--- src/rtl/sobel_frame_ctrl.sv ---
`default_nettype none
// +----------------------------------------------------------------------------+
// | sobel_frame_ctrl                                                           |
// | Raster-scans one zero-padded frame into the sobel datapath and tags each   |
// | Gx/Gy result with valid, image coordinates and a linear result address.    |
// | Revision: 1.0                                                              |
// +----------------------------------------------------------------------------+
module sobel_frame_ctrl #(
  parameter int IMG_W  = 480,
  parameter int IMG_H  = 480,
  parameter int ADDR_W = 18,
  parameter int CW     = 9
) (
  input  logic              clk,
  input  logic              rst,
  input  logic              go,
  input  logic              abort,
  output logic              busy,
  output logic              done,
  output logic              mem_rd_en,
  output logic [ADDR_W-1:0] mem_rd_addr,
  input  logic [7:0]        mem_rd_data,
  output logic [7:0]        pix_out,
  output logic              sobel_start,
  output logic              res_valid,
  output logic [CW-1:0]     res_x,
  output logic [CW-1:0]     res_y,
  output logic [ADDR_W-1:0] res_addr
);

  localparam int PW  = IMG_W + 2;
  localparam int PH  = IMG_H + 2;
  localparam int RW  = $clog2(PH);
  localparam int CCW = $clog2(PW);

  localparam logic [RW-1:0]  R_LAST = RW'(PH - 1);
  localparam logic [CCW-1:0] C_LAST = CCW'(PW - 1);
  localparam logic [RW-1:0]  R_ONE  = RW'(1);
  localparam logic [RW-1:0]  R_TWO  = RW'(2);
  localparam logic [RW-1:0]  R_HI   = RW'(IMG_H);
  localparam logic [CCW-1:0] C_ONE  = CCW'(1);
  localparam logic [CCW-1:0] C_TWO  = CCW'(2);
  localparam logic [CCW-1:0] C_HI   = CCW'(IMG_W);

  typedef enum logic [1:0] {
    S_IDLE  = 2'd0,
    S_RUN   = 2'd1,
    S_DRAIN = 2'd2,
    S_DONE  = 2'd3
  } state_t;

  state_t state, state_n;

  logic              w_load;
  logic              w_adv;
  logic              w_issue;
  logic              w_kill;
  logic [RW-1:0]     r_row, w_row_n;
  logic [CCW-1:0]    r_col, w_col_n;
  logic [1:0]        r_drain;
  logic              w_int;
  logic              w_start;
  logic [CW-1:0]     w_x;
  logic [CW-1:0]     w_y;

  logic [ADDR_W-1:0] r_rd_ptr;
  logic [ADDR_W-1:0] r_res_cnt;
  logic              r_start0;
  logic [CW-1:0]     r_x0, r_y0;
  logic              r_int1, r_start1;
  logic [CW-1:0]     r_x1, r_y1;
  logic [CW-1:0]     r_x2, r_y2;

  assign busy    = (state == S_RUN) || (state == S_DRAIN);
  assign done    = (state == S_DONE);
  assign w_issue = w_load || w_adv;
  assign w_kill  = abort && busy;

  always_comb begin
    state_n = state;
    w_load  = 1'b0;
    w_adv   = 1'b0;
    case (state)
      S_IDLE: begin
        if (go && !abort) begin
          state_n = S_RUN;
          w_load  = 1'b1;
        end
      end
      S_RUN: begin
        if (abort) begin
          state_n = S_IDLE;
        end else if (r_row == R_LAST && r_col == C_LAST) begin
          state_n = S_DRAIN;
        end else begin
          w_adv = 1'b1;
        end
      end
      S_DRAIN: begin
        if (abort) begin
          state_n = S_IDLE;
        end else if (r_drain == 2'd2) begin
          state_n = S_DONE;
        end
      end
      S_DONE:  state_n = S_IDLE;
      default: state_n = S_IDLE;
    endcase
  end

  // Next padded index; stage 0 is registered from this so index k lands at g+k.
  always_comb begin
    w_row_n = r_row;
    w_col_n = r_col;
    if (w_load) begin
      w_row_n = '0;
      w_col_n = '0;
    end else if (w_adv) begin
      if (r_col == C_LAST) begin
        w_col_n = '0;
        w_row_n = r_row + 1'b1;
      end else begin
        w_col_n = r_col + 1'b1;
      end
    end
  end

  assign w_int   = w_issue && (w_row_n >= R_ONE) && (w_row_n <= R_HI) &&
                   (w_col_n >= C_ONE) && (w_col_n <= C_HI);
  assign w_start = w_issue && (w_row_n >= R_TWO) && (w_col_n >= C_TWO);
  assign w_x     = CW'(w_col_n - C_TWO);
  assign w_y     = CW'(w_row_n - R_TWO);

  always_ff @(posedge clk or posedge rst) begin
    if (rst) begin
      state   <= S_IDLE;
      r_row   <= '0;
      r_col   <= '0;
      r_drain <= 2'd0;
    end else begin
      state   <= state_n;
      r_row   <= w_row_n;
      r_col   <= w_col_n;
      r_drain <= (state == S_DRAIN) ? r_drain + 2'd1 : 2'd0;
    end
  end

  // Stage 0: read strobe. Reads happen in raster order, so the address is a running count.
  always_ff @(posedge clk or posedge rst) begin
    if (rst) begin
      mem_rd_en   <= 1'b0;
      mem_rd_addr <= '0;
      r_rd_ptr    <= '0;
      r_start0    <= 1'b0;
      r_x0        <= '0;
      r_y0        <= '0;
    end else begin
      mem_rd_en <= w_int;
      r_start0  <= w_start;
      if (w_load) begin
        r_rd_ptr <= '0;
      end
      if (w_int) begin
        mem_rd_addr <= r_rd_ptr;
        r_rd_ptr    <= r_rd_ptr + 1'b1;
      end
      if (w_start) begin
        r_x0 <= w_x;
        r_y0 <= w_y;
      end
    end
  end

  // Stage 1: memory latency slot.
  always_ff @(posedge clk or posedge rst) begin
    if (rst) begin
      r_int1   <= 1'b0;
      r_start1 <= 1'b0;
      r_x1     <= '0;
      r_y1     <= '0;
    end else begin
      r_int1   <= w_kill ? 1'b0 : mem_rd_en;
      r_start1 <= w_kill ? 1'b0 : r_start0;
      r_x1     <= r_x0;
      r_y1     <= r_y0;
    end
  end

  // Stage 2: padded pixel and window-valid to the datapath.
  always_ff @(posedge clk or posedge rst) begin
    if (rst) begin
      pix_out     <= 8'd0;
      sobel_start <= 1'b0;
      r_x2        <= '0;
      r_y2        <= '0;
    end else begin
      pix_out     <= (w_kill || !r_int1) ? 8'd0 : mem_rd_data;
      sobel_start <= w_kill ? 1'b0 : r_start1;
      r_x2        <= r_x1;
      r_y2        <= r_y1;
    end
  end

  // Stage 3: results emerge in raster order, so res_addr is a running count.
  always_ff @(posedge clk or posedge rst) begin
    if (rst) begin
      res_valid <= 1'b0;
      res_x     <= '0;
      res_y     <= '0;
      res_addr  <= '0;
      r_res_cnt <= '0;
    end else begin
      res_valid <= w_kill ? 1'b0 : sobel_start;
      if (w_load) begin
        r_res_cnt <= '0;
      end
      if (!w_kill && sobel_start) begin
        res_x     <= r_x2;
        res_y     <= r_y2;
        res_addr  <= r_res_cnt;
        r_res_cnt <= r_res_cnt + 1'b1;
      end
    end
  end

endmodule
`default_nettype wire

--- config.mk ---
export PLATFORM = sky130hd
export DESIGN_NAME = sobel_frame_ctrl
export DESIGN_NICKNAME = d
export VERILOG_FILES = /design/src/rtl/sobel_frame_ctrl.sv
export SDC_FILE = /design/constraint.sdc
export NUM_CORES = 1
export LEC_CHECK = 0
export CAP_MARGIN = 20
export CORE_MARGIN = 4
export CORE_UTILIZATION = 52
export CTS_CLUSTER_SIZE = 30
export DETAILED_ROUTE_END_ITERATION = 16
export HOLD_SLACK_MARGIN = 0.1
export PLACE_DENSITY = 0.77
export SLEW_MARGIN = 15
export SYNTH_ARGS = -nofsm -noshare
export SYNTH_HDL_FRONTEND = slang
export SYNTH_SLANG_ARGS = --single-unit
--- constraint.sdc ---
create_clock -name clk -period 6.75 [get_ports clk]
set_clock_uncertainty 0.1 [all_clocks]
set_input_delay 2.025 -clock clk [delete_from_list [all_inputs] [get_ports clk]]
set_output_delay 2.025 -clock clk [all_outputs]
set_load 0.01 [all_outputs]
==> results of run 1 <==
[power groups by stage]
stage | clock network (mW) | logic [mW] | registers, mW
2_1_floorplan | 0 | 0.310 | 1.32
3_3_place_gp | 0 | 0.464 | 1.32
3_5_place_dp | 0 | 0.478 | 1.33
4_1_cts | 0.965 | 0.482 | 1.31
5_1_grt | 1.01 | 0.532 | 1.33
6_report | 0.945 | 0.481 | 1.31
[state kept, by name, summed over array words and instances (netlist names), 9 cells and up]
name	count
mem_rd_addr	18
r_rd_ptr	18
r_res_cnt	18
res_addr	18
r_col	9
r_row	9
r_x0	9
r_x1	9
r_x2	9
r_y0	9
r_y1	9
r_y2	9
res_x	9
res_y	9
[cells by family after synthesis]
kind of cell / count (synthesis) / synth area share
and+or+nand+nor: 322 / 0.201
DFF: 180 / 0.556
AOI/OAI and AO/OA: 111 / 0.0934
buffers and inverters: 56 / 0.0304
muxes: 43 / 0.0623
xor gates and xnor gates: 28 / 0.0303
adders and majority gates: 17 / 0.0263
[worst min-delay path by stage]
stage                              to
finish              r_x2[7]$_DFF_PP0_
global route        r_x2[6]$_DFF_PP0_
CTS                 r_y2[5]$_DFF_PP0_
detailed placement  r_x2[3]$_DFF_PP0_
global placement    r_y2[2]$_DFF_PP0_
floorplan           r_x2[0]$_DFF_PP0_
[stage by stage]
step	hold WS (ns)	power, mW	utilization	std cells
finish	0.249	2.74	0.633	1031
global route	0.261	2.87	0.633	1031
CTS	0.249	2.76	0.633	1031
detailed placement	0.236	1.81	0.595	1000
global placement	0.232	1.79	0.595	1000
floorplan	0.231	1.63	-	757
[layer usage]
metal	vias up	part of all wire
li1	2750	-
met1	2849	0.44
met2	174	0.49
met3	40	0.042
met4	0	0.022
met5	-	0
[layout make-up]
cell class	instances	area, um^2
timing repair buffer	86	866
tap	188	235
multi-input combinational	521	3340
fill	1109	5590
clock inverter	13	129
clock buffer	18	439
sequential	180	4500
inverter	25	97.6
[synth_stat cells (3+ instances only)]
library cell    n
dfrtp_1       180
nand2_1       161
o21ai_0        42
nor2_1         38
inv_1          25
mux2_2         23
and3_1         20
clkbuf_1       18
ha_1           17
nand3_1        17
xnor2_1        16
a211oi_1       13
nand2b_1       13
xor2_1         12
mux2i_1        11
a31o_2         10
a21oi_1         9
mux2_4          9
or2_2           9
or3_1           9
nor3_1          6
and2_1          5
buf_2           5
nand4b_1        5
nor2b_1         5
or4_1           5
a31oi_1         4
buf_4           4
nand4_1         4
o211ai_1        4
nor3_2          3
nor4_2          3
o21a_1          3
o21ai_1         3
o22ai_1         3
o31ai_1         3
==> Flow_metrics.wiki, run 1 <==
{| class="wikitable"
! Metric !! Value
|-
| HPWL Detailed || ~11000 um
|-
| Overall fraction of global-route tracks in use || 0.195
|-
| Worst Slack Setup Final || 1.01 ns
|-
| Part of the Yosys area used for sequential elements || 0.556
|-
| Part of the power in the clock network || 0.346
|-
| Max VDD drop || roughly 0.20 mV
|-
| Total DRC errors in the routed layout || 0
|-
| Met2 layer usage reported by global route || 0.318
|-
| Gpl congestion || approximately 0.85
|-
| Largest cells by area after synthesis || dfrtp_1, nand2_1, mux2_2
|-
| Met3 track utilization from global routing || 0.0346
|-
| Endpoint kind of the worst setup timing path || flip-flop
|-
| Die Footprint || 0.0176 mm^2
|-
| CP Data Required Time || roughly 7.0 ns
|-
| Core area || around 0.015 mm^2
|-
| Worst slew pin tran || 0.924 ns
|-
| Wire length per cell || 16.0 um
|-
| Number of H-tree levels || 4
|-
| Primary FF master, synth || dfrtp_1
|-
| Y dimension of the die || roughly 130 um
|-
| Die width || 133 um
|-
| Register share of total power || 0.479
|-
| Met1 track demand over resource || 0.263
|-
| Final Max Tran Viols || 0
|-
| Starting utilization of the core area || 0.533
|-
| Synthesized netlist net count || 786
|-
| Cell class contributing the biggest share of worst-path delay || simple AND/OR/NAND/NOR gates
|-
| Share of Yosys cell area claimed by the top area cell type || 0.556
|-
| Most common library cell in the layout ignoring fill and taps || dfrtp_1
|-
| Max-Cap Viols || 0
|-
| Number of hold-repair buffers added at the cts stage || 0
|-
| Logic gate share of total power || 0.176
|-
| Count of nets after finishing || 860
|-
| Routing layer with the top usage in global route || met2
|-
| Post-CTS Repair Setup Buffers || 0
|-
| Maximum frequency from static timing analysis || 174 MHz
|-
| Antenna violations before repair || 0
|-
| Clock input transition at the sequential cells of the worst setup and hold paths || roughly 0.06 ns
|-
| Layout Cell Area excl Fill || 0.00962 mm^2
|-
| Via count normalized by instance count || 5.64
|-
| Ports placed on the boundary || 79
|-
| Final count of negative-setup-slack endpoints || 0
|-
| Most Frequent Cell on Critical Path || nor3_2
|-
| Leakage power of the design || 4.51 nW
|-
| Max-Slew Margin vs Limit || 0.384
|-
| Netlist area before placement || 0.00810 mm^2
|-
| Min Clock Period, post-route || 5.74 ns
|-
| Library cell occupying the most area in the post-synthesis netlist || dfrtp_1
|-
| CP max-delay cell || clkdlybuf4s50_1
|-
| Total power density per cell area || 284 mW/mm^2
|-
| Clock buffers created by TritonCTS || 17
|-
| R2r setup slk || around 2.5 ns
|-
| Number of different library cells in the post-synthesis netlist || 68
|-
| Total congestion overflow after global routing || 0
|-
| Classification of the worst setup path || in -> reg
|-
| Sw Pwr || around 0.78 mW
|-
| Final worst-path cycle share || 0.851
|-
| Share of final-layout standard cells stronger than drive strength 1 || 0.125
|-
| Launch instance of the worst min-delay path || r_x1[7]$_DFF_PP0_
|-
| Site Rows || 45
|-
| Flip-flop and latch count after synthesis || 180
|-
| Cell Int Power || 1.96 mW
|-
| Latest clock arrival within the worst-skew pair || 0.43 ns
|-
| Layout Area Growth over Synthesis || 18.8%
|-
| Number of warnings reported in the yosys synthesis log || 0
|-
| Cells after Synth || roughly 760
|-
| DP Area || 0.00905 mm^2
|-
| Type of the worst min-delay path || reg -> reg
|-
| Drt initial violations || 648
|-
| Number of synthesized flops with an enable pin || 0
|-
| Critical path endpoint || mem_rd_addr[14]$_DFFE_PP0P_
|-
| Count of TritonRoute iterations in the first routing pass || 5
|-
| Number of global-route vias before repair || between 5000 and 6000
|-
| Clock tree from TritonCTS || yes
|-
| Post-Place Setup Slack || 0.611 ns
|-
| Asr flop ratio synth || 1.00
|-
| Worst Path Buf+Inv || 2
|-
| Reg2reg start || r_col[0]$_DFF_PP0_
|-
| Commonest cells after routing, fill and taps aside || dfrtp_1, nand2_1, clkdlybuf4s50_1, o21ai_0, nor2_1
|-
| Buffers from clock root to sink, at most || 2
|-
| Clock root buffer || clkbuf_16
|-
| Total negative setup slack || 0 ns
|-
| Worst reg2reg endpoint || mem_rd_addr[14]$_DFFE_PP0P_
|-
| Number of cells on the critical path || 14
|-
| WL final || 16500 um
|-
| Wire length of the first global-routing pass || around 28000 um
|-
| Number of failing hold endpoints at the final stage || 0
|-
| Kind of start point of the critical path || input pin
|-
| Number of resized instances in the post-cts repair step || 0
|-
| Largest stage delay on the critical path || 0.59 ns
|-
| Launching element of the worst setup path || abort
|-
| Antenna diodes || 0
|-
| Synthesized area divided by synthesized cell count || 10.7 um^2
|-
| Number of instances on the worst hold path || 0
|-
| Largest fanout on the critical path || 37
|-
| Depth of the worst register-to-register path || 13
|-
| Sink count of the clock tree || 180
|-
| Pin count of the biggest net entering global routing || 181
|-
| Net switching share of the total power || 0.284
|-
| Post-detailed-route count of antenna-violating nets || 0
|-
| Run status || complete, no violations
|-
| RSZ-0062 raised after global routing || no
|-
| Buffers added on ports || 78
|-
| Data arrival time of the critical path || 5.95 ns
|-
| Crit path cell chain || clkdlybuf4s50_1 > nand2b_1 > nor3_2 > nand2_1 > nor2_1 > xnor2_1 > or2_2 > ha_1 > or3b_1 > nor3_2 > a32o_2 > or2_1 > buf_12 > mux2_2
|-
| Routed via count || 5813
|}
Note: power is estimated with default switching activity, not from simulation.
==> inputs of run 2 (changes only) <==
--- a/config.mk
+++ b/config.mk
@@ -12,6 +12,7 @@
 export DETAILED_ROUTE_END_ITERATION = 16
 export HOLD_SLACK_MARGIN = 0.1
 export PLACE_DENSITY = 0.77
+export SKIP_LAST_GASP = 1
 export SLEW_MARGIN = 15
 export SYNTH_ARGS = -nofsm -noshare
 export SYNTH_HDL_FRONTEND = slang
==> results of run 2 <==
The final DEF is identical to that of run 1; final timing and power are the same.
